File: src/rtl/fetch_unit_pkg.sv
// Shared definitions for the instruction fetch stage.
// State encoding, default widths and instruction field layout.
package fetch_unit_pkg;

    localparam int ADDR_W_DEF = 4;
    localparam int INST_W_DEF = 16;

    typedef enum logic [1:0] {
        ST_IDLE   = 2'd0,
        ST_RUN    = 2'd1,
        ST_HALTED = 2'd2
    } fetch_state_e;

    // Opcode field [15:12]
    localparam int OPC_HI = 15;
    localparam int OPC_LO = 12;
    localparam logic [3:0] OPC_ADDI = 4'b0001;
    localparam logic [3:0] OPC_OUT  = 4'b1111;

    // Destination register field [11:9]
    localparam int REG_HI = 11;
    localparam int REG_LO = 9;

    localparam logic [15:0] HALT_INST_DEF = 16'h0000;

endpackage

File: src/rtl/fetch_unit_pc_reg.sv
// Program counter register with load / increment / hold.
// Ports: clk, rst, load, load_addr, inc -> pc. Load beats increment.
module pc_reg
    import fetch_unit_pkg::*;
#(
    parameter int                ADDR_W   = ADDR_W_DEF,
    parameter logic [ADDR_W-1:0] RESET_PC = '0
) (
    input  logic              clk,
    input  logic              rst,
    input  logic              load,
    input  logic [ADDR_W-1:0] load_addr,
    input  logic              inc,
    output logic [ADDR_W-1:0] pc
);

    always_ff @(posedge clk) begin
        if (rst) begin
            pc <= RESET_PC;
        end else if (load) begin
            pc <= load_addr;
        end else if (inc) begin
            // Wraps silently modulo 2**ADDR_W
            pc <= pc + ADDR_W'(1);
        end
    end

endmodule

File: src/rtl/fetch_unit.sv
// Instruction fetch stage: drives ROM address, registers words for decode.
// Ports: clk/rst, start, rom_addr/rom_data, redirect_*, inst_* handshake, running/halted.
module fetch_unit
    import fetch_unit_pkg::*;
#(
    parameter int                ADDR_W    = ADDR_W_DEF,
    parameter int                INST_W    = INST_W_DEF,
    parameter logic [ADDR_W-1:0] RESET_PC  = '0,
    parameter logic [INST_W-1:0] HALT_INST = INST_W'(HALT_INST_DEF)
) (
    input  logic              clk,
    input  logic              rst,
    input  logic              start,
    output logic [ADDR_W-1:0] rom_addr,
    input  logic [INST_W-1:0] rom_data,
    input  logic              redirect_valid,
    input  logic [ADDR_W-1:0] redirect_addr,
    output logic              inst_valid,
    output logic [INST_W-1:0] inst,
    output logic [ADDR_W-1:0] inst_pc,
    input  logic              inst_ready,
    output logic              running,
    output logic              halted
);

    fetch_state_e state, state_next;

    logic [ADDR_W-1:0] pc;
    logic take;
    logic slot_free;
    logic fetch;
    logic halt_hit;
    logic load_word;
    logic valid_next;

    pc_reg #(
        .ADDR_W   (ADDR_W),
        .RESET_PC (RESET_PC)
    ) u_pc (
        .clk       (clk),
        .rst       (rst),
        .load      (redirect_valid),
        .load_addr (redirect_addr),
        .inc       (fetch),
        .pc        (pc)
    );

    assign rom_addr = pc;

    // State register; running/halted track the state they decode.
    always_ff @(posedge clk) begin
        if (rst) begin
            state   <= ST_IDLE;
            running <= 1'b0;
            halted  <= 1'b0;
        end else begin
            state   <= state_next;
            running <= (state_next == ST_RUN);
            halted  <= (state_next == ST_HALTED);
        end
    end

    // Next-state logic
    always_comb begin
        state_next = state;
        unique case (state)
            ST_IDLE: begin
                if (start) state_next = ST_RUN;
            end
            ST_RUN: begin
                if (halt_hit) state_next = ST_HALTED;
            end
            ST_HALTED: begin
                if (start) state_next = ST_RUN;
            end
            default: state_next = ST_IDLE;
        endcase
    end

    // Fetch controls
    always_comb begin
        take      = inst_valid & inst_ready;
        slot_free = ~inst_valid | inst_ready;
        // Redirect owns the pc this cycle, so it suppresses the fetch
        fetch     = (state == ST_RUN) & slot_free & ~redirect_valid;
        halt_hit  = fetch & (rom_data == HALT_INST);
        load_word = fetch & ~halt_hit;
        if (redirect_valid) begin
            valid_next = 1'b0;
        end else if (load_word) begin
            valid_next = 1'b1;
        end else begin
            valid_next = take ? 1'b0 : inst_valid;
        end
    end

    // Output instruction register
    always_ff @(posedge clk) begin
        if (rst) begin
            inst_valid <= 1'b0;
            inst       <= '0;
            inst_pc    <= '0;
        end else begin
            inst_valid <= valid_next;
            if (load_word) begin
                inst    <= rom_data;
                inst_pc <= pc;
            end
        end
    end

endmodule

File: config.mk
export PLATFORM = sky130hd
export DESIGN_NAME = fetch_unit
export DESIGN_NICKNAME = d
export VERILOG_FILES = /design/src/rtl/fetch_unit_pkg.sv /design/src/rtl/fetch_unit_pc_reg.sv /design/src/rtl/fetch_unit.sv
export SDC_FILE = /design/constraint.sdc
export NUM_CORES = 1
export LEC_CHECK = 0
export ABC_AREA = 1
export CORE_ASPECT_RATIO = 0.8
export CORE_MARGIN = 4
export CORE_UTILIZATION = 43
export CTS_CLUSTER_DIAMETER = 120
export DETAILED_ROUTE_END_ITERATION = 10
export PLACE_DENSITY = 0.79
export SLEW_MARGIN = 20
export SYNTH_ARGS = -nofsm -noshare
export SYNTH_HDL_FRONTEND = slang
export SYNTH_SLANG_ARGS = --single-unit
File: constraint.sdc
create_clock -name clk -period 1.2 [get_ports clk]
set_input_delay 0.12 -clock clk [delete_from_list [all_inputs] [get_ports clk]]
set_output_delay 0.12 -clock clk [all_outputs]
set_load 0.005 [all_outputs]
## Word-level counts from Yosys, hierarchy flattened

Index checks and enable logic that the tools add are counted.

| cells by class | value |
|---|---|
| reductions and logical operators | 6 |
| mux-type cells | 7 |
| bitwise operators | 9 |
| add/subtract/negate cells | 1 |
| eq/ne operators | 4 |

Operators with widths:

| kind | count |
|---|---|
| zero test 16 bit | 1 |
| 2-to-1 mux 4 bit | 2 |
| AND 1 bit | 5 |
| adder 4 x 1 -> 4 bit (second input constant) | 1 |
| equality test 2 x 1 -> 1 bit (second input constant) | 2 |
| equality test 2 bit (second input constant) | 2 |
| 2-to-1 mux 2 bit | 2 |
| one-hot mux 2 bit (2 select lines) | 1 |
| nonzero test 2 bit | 2 |
| OR reduction 2 bit | 2 |
| inverter 1 bit | 3 |
| zero test 2 bit | 1 |
| 2-to-1 mux 1 bit | 2 |
| bitwise OR 1 bit | 1 |

| word-level totals | value |
|---|---|
| output and inout port bits | 27 |
| word-level logic and storage cells | 34 |
| input bits | 25 |
| register bits after elaboration | 29 |

## Depth between registers and ports, before layout

Gate-level depths: netlist of run 1.

| depth | value |
|---|---|
| depth after elaboration | 8 |
| gate-level depth with buffers | 8 |
| gate-level depth less buffers | 7 |

## Hierarchy

Synthesis of run 1 repeated with hierarchy kept, for this count alone.

| second synthesis, totals | value |
|---|---|
| cells, all modules | 185 |
| area, all modules | 1403.8 µm² |

By module, submodules not included:

| module | cells an instance | times used | area each (µm²) | seq. area each (µm²) |
|---|---|---|---|---|
| fetch_unit | 150 | 1 | 1169.9 | 500.5 |
| pc_reg | 35 | 1 | 234.0 | 80.1 |

## Worst setup path after synthesis of run 1

No wires, ideal clock.

| timing | value |
|---|---|
| path type | reg2reg |
| start | register state[0] |
| end | register inst_pc[1] |
| stages on the path, launching flop included | 9 |
| arrival time | 975 ps |
| required time | 1085 ps |
| path slack | 110 ps |
| path buffers | 1 |
| setup time | 115 ps |
| clock period less this slack | 1090 ps |
| cells stage by stage | dfxtp_1 -> inv_2 -> nor2_4 -> nand2_4 -> nor2_8 -> buf_6 -> nand3b_1 -> nand2_1 -> nor2_1 |

| between the ends | value |
|---|---|
| longest elaborated chain between the ends | 6 |

RTL lines:

| element | line | source |
|---|---|---|
| start, declared | fetch_unit.sv:26 | `fetch_state_e state, state_next;` |
| start signal, assigned | fetch_unit.sv:57 | `state <= state_next;` |
| equality test 2 x 1 -> 1 bit (*) | fetch_unit.sv:85 | `fetch = (state == ST_RUN) & slot_free & ~redirect_valid;` |
| AND 1 bit (*) (2 in series) | fetch_unit.sv:85 |  |
| AND 1 bit | fetch_unit.sv:86 | `halt_hit = fetch & (rom_data == HALT_INST);` |
| inverter 1 bit | fetch_unit.sv:87 | `load_word = fetch & ~halt_hit;` |
| AND 1 bit (*) | fetch_unit.sv:87 |  |
| end signal, assigned | fetch_unit.sv:107 | `inst_pc <= pc;` |
| end, declared | fetch_unit.sv:20 | `output logic [ADDR_W-1:0] inst_pc,` |

Mark *: on every way between the ends. The rest lies on a longest branch, timed or not.
A chain may end at the register's enable or synchronous reset.

## Worst setup path after layout of run 1

| timing | value |
|---|---|
| start | register state[1] |
| end | register inst[4] |

| between the ends | value |
|---|---|
| longest elaborated chain between the ends | 6 |

RTL lines:

| element | line | source |
|---|---|---|
| equality test 2 x 1 -> 1 bit (*) | fetch_unit.sv:85 |  |
| AND 1 bit (*) (2 in series) | fetch_unit.sv:85 |  |
| AND 1 bit | fetch_unit.sv:86 |  |
| inverter 1 bit | fetch_unit.sv:87 |  |
| AND 1 bit (*) | fetch_unit.sv:87 |  |
| end signal, assigned | fetch_unit.sv:106 | `inst <= rom_data;` |
| end, declared | fetch_unit.sv:19 | `output logic [INST_W-1:0] inst,` |

Marked as above.

==> results.yml, run 1 <==
die:
  start_util_pct: 47.1
  core_area_um2: 2890
  die_h_um: 58.4
  rows: 17
  num_io_pins: 52
  die_w_um: 70.9
  die_area_um2: 4140
global_routing:
  gr-usage-all-layers_pct: 19.1
  grt_pass1_vias: 1378
  grt_overflow: 0
  grt_max_degree: 26
  antenna_found_initial: 0
  grt_pass1_wl_um: 6340
timing:
  layout_min_cycle_time_ns: 1.24
  holdWs_ns: 0.294
  max-slew-margin-rel_pct: 82.3
  worst_slack_ns: -0.0434
  post-route-period-util_pct: 104
  setup_violations: 4
  grt_setup_unrepaired: "true"
  clock.fmax_mhz: 804
  hold_viol: 0
  maxSlewViolCount: 0
  worstMarginPinSlew_ns: 0.264
  final.setup_skew_ns: 0.00428
place:
  placed_area_um2: 1990
  io_buffers: 51
  hpwl_um: 2630
  gp_congestion: 0.811
  dp_cells: 269
finish:
  multi_input_area_um2: 694
  fillCellCount: 229
  syn2layout_area_growth_pct: 57.0
  diodes: 0
  register_area_um2: 592
  mostFrequentLayoutCells: "dlygate4sd2_1, nand2_1, nor2_1"
  largest_reg_flops: 16
  drive_gt1_share_pct: 16.9
  fin_area_um2: 2140
  fin_cells: 280
  final_common_cell: "dlygate4sd2_1"
  nNetsFinal: 267
clocking:
  cts_tree: "built"
  h-tree-depth: 2
  clk-insertion-delay-late_ns: 0.28
  cts-root-to-sink-buffers: 2
  cts_root_buf: "clkbuf_8"
  tritoncts.num_buffers: 5
  postCtsHoldBufs: 0
  clock-sinks: 29
  path_clk_slew_ns: 0.06
pwr:
  ir_worst_vdd_mv: 0.779
  p_comb_share_pct: 18.7
  p_sw_mw: 0.596
  clkPwrFrac_pct: 34.1
  switching_share_pct: 26.5
  p_total_mw: 2.25
  leakagePower_nw: 1.04
  power_frac_seq_pct: 47.2
  p_int_mw: 1.65
  powerDensity_nw_per_um2: 1050
worst_setup_path:
  arrival_ns: 1.41
  crit_type: "reg2reg"
  cp-end-kind: "register"
  required_ns: 1.37
  startpoint_type: "register"
  critPathMaxFanout: 13
logic_synthesis:
  ys.flop_type: "dfxtp_1"
  synth-async-reset-ratio_pct: 0
  synthMuxAreaShare_pct: 0
  synth_cell_types: 21
  synth_fa_ha_area_share_pct: 0.918
  ys_ff_latch: 29
  yosys_warnings: 0
  netlist_area_um2: 1360
  synth_edf_count: 0
  avgSynthCellArea_um2: 7.74
  synth_top_family_by_area: "simple AND/OR/NAND/NOR gates"
  ys_seq_area_share_pct: 42.6
  synth-simple-area-share_pct: 34.8
  synth_nets: 202
  synth_compound_area_share_pct: 12.2
  synth-xor-area-share_pct: 1.29
  synthCells: 176
drt:
  routed_wl_um: 3960
  detail_route.iter0.violations: 96
  drc: 0
  antenna_left: 0
  viasPerCell: 5.06
  num_vias: 1417
  drtPass1Iterations: 4
  wl_per_cell_um: 14.1
run_status:
  violations: "negative setup slack"
  outcome: "finished with violations"
hold_path:
  hold_path.class: "in2reg"
flow_run:
  maxCapViolCount: 0
==> routing by layer <==
metal | track usage, % | share of wire, %
met5 | 0 | 0
met4 | 5.63 | 1.2
met3 | 7.17 | 7.2
met2 | 32.0 | 47
met1 | 23.2 | 45
==> power by group through the flow <==
stage | Sequential [mW] | Combinational, mW | Clock (mW)
finish | 1.06 | 0.421 | 0.768
floorplan | 1.08 | 0.194 | 0
global placement | 1.08 | 0.443 | 0
detailed placement | 1.08 | 0.456 | 0
global route | 1.07 | 0.466 | 0.823
CTS | 1.06 | 0.406 | 0.776
==> cell usage after synthesis (3+ instances only) <==
cell type	instances	area, um2
nand2_1	36	135
dfxtp_1	29	581
nor2_1	28	105
a21oi_1	26	130
nand3b_1	19	143
buf_6	6	67.6
inv_1	6	22.5
nand3_1	6	30.0
o21ai_0	3	15.0
==> area by class of cell <==
cell class	count	share of cell area, %
clock inverters	2	0.468
well taps	38	2.22
inverters	7	1.23
repair buffers	68	32.6
flip-flops and latches	29	27.7
clock buffers	6	3.39
multi-input cells	130	32.5
==> logic make-up after synthesis <==
group | Yosys count
AO/OA/AOI/OAI | 32
XOR/XNOR | 2
adder cells (fa/ha/maj) | 1
buffers and inverters | 17
flip-flops | 29
AND/OR/NAND/NOR | 95
==> critical path: stages, from the launching register on <==
cell,delay (ns)
dfxtp_1,0.34
nor2_4,0.16
nand2_4,0.09
nor2_8,0.15
buf_12,0.15
nand3b_1,0.10
nand2_1,0.09
nor2_1,0.05
==> through the flow <==
step	utilization [%]	setup WS [ns]	TNS, ns
after global routing	74.0	-0.102	-1.26
after detailed placement	68.8	-0.317	-6.95
after floorplan	-	0.110	0
after global placement	68.8	-0.241	-5.80
after CTS	72.7	0.00456	0
final	74.0	-0.0434	-0.0605
==> worst paths after layout <==
path                               from                     to  slack (ns)  cells past startpoint
setup / recovery    state[1]$_SDFF_PP0_   inst[4]$_SDFFE_PP0P_       -0.04                      7
hold / removal             rom_data[13]  inst[13]$_SDFFE_PP0P_        0.29                      4
setup reg to reg    state[1]$_SDFF_PP0_   inst[4]$_SDFFE_PP0P_       -0.04                      7
hold reg to reg   inst[12]$_SDFFE_PP0P_  inst[12]$_SDFFE_PP0P_        0.47                      2
==> what timing repair did <==
action,CTS,global route
pin swaps,15,10
buffers inserted,1,0
cloned,2,1
endpoints found under the setup margin,40,25
gates resized for setup,53,4
Note: power is estimated with default switching activity, not from simulation.
==> run 2: changes to the inputs <==
--- a/config.mk
+++ b/config.mk
@@ -11,6 +11,7 @@
 export CORE_UTILIZATION = 43
 export CTS_CLUSTER_DIAMETER = 120
 export DETAILED_ROUTE_END_ITERATION = 10
+export HOLD_SLACK_MARGIN = 0.06
 export PLACE_DENSITY = 0.79
 export SLEW_MARGIN = 20
 export SYNTH_ARGS = -nofsm -noshare
==> results of run 2 <==
Same layout as run 1: the final DEF is identical, and so are final timing and power.
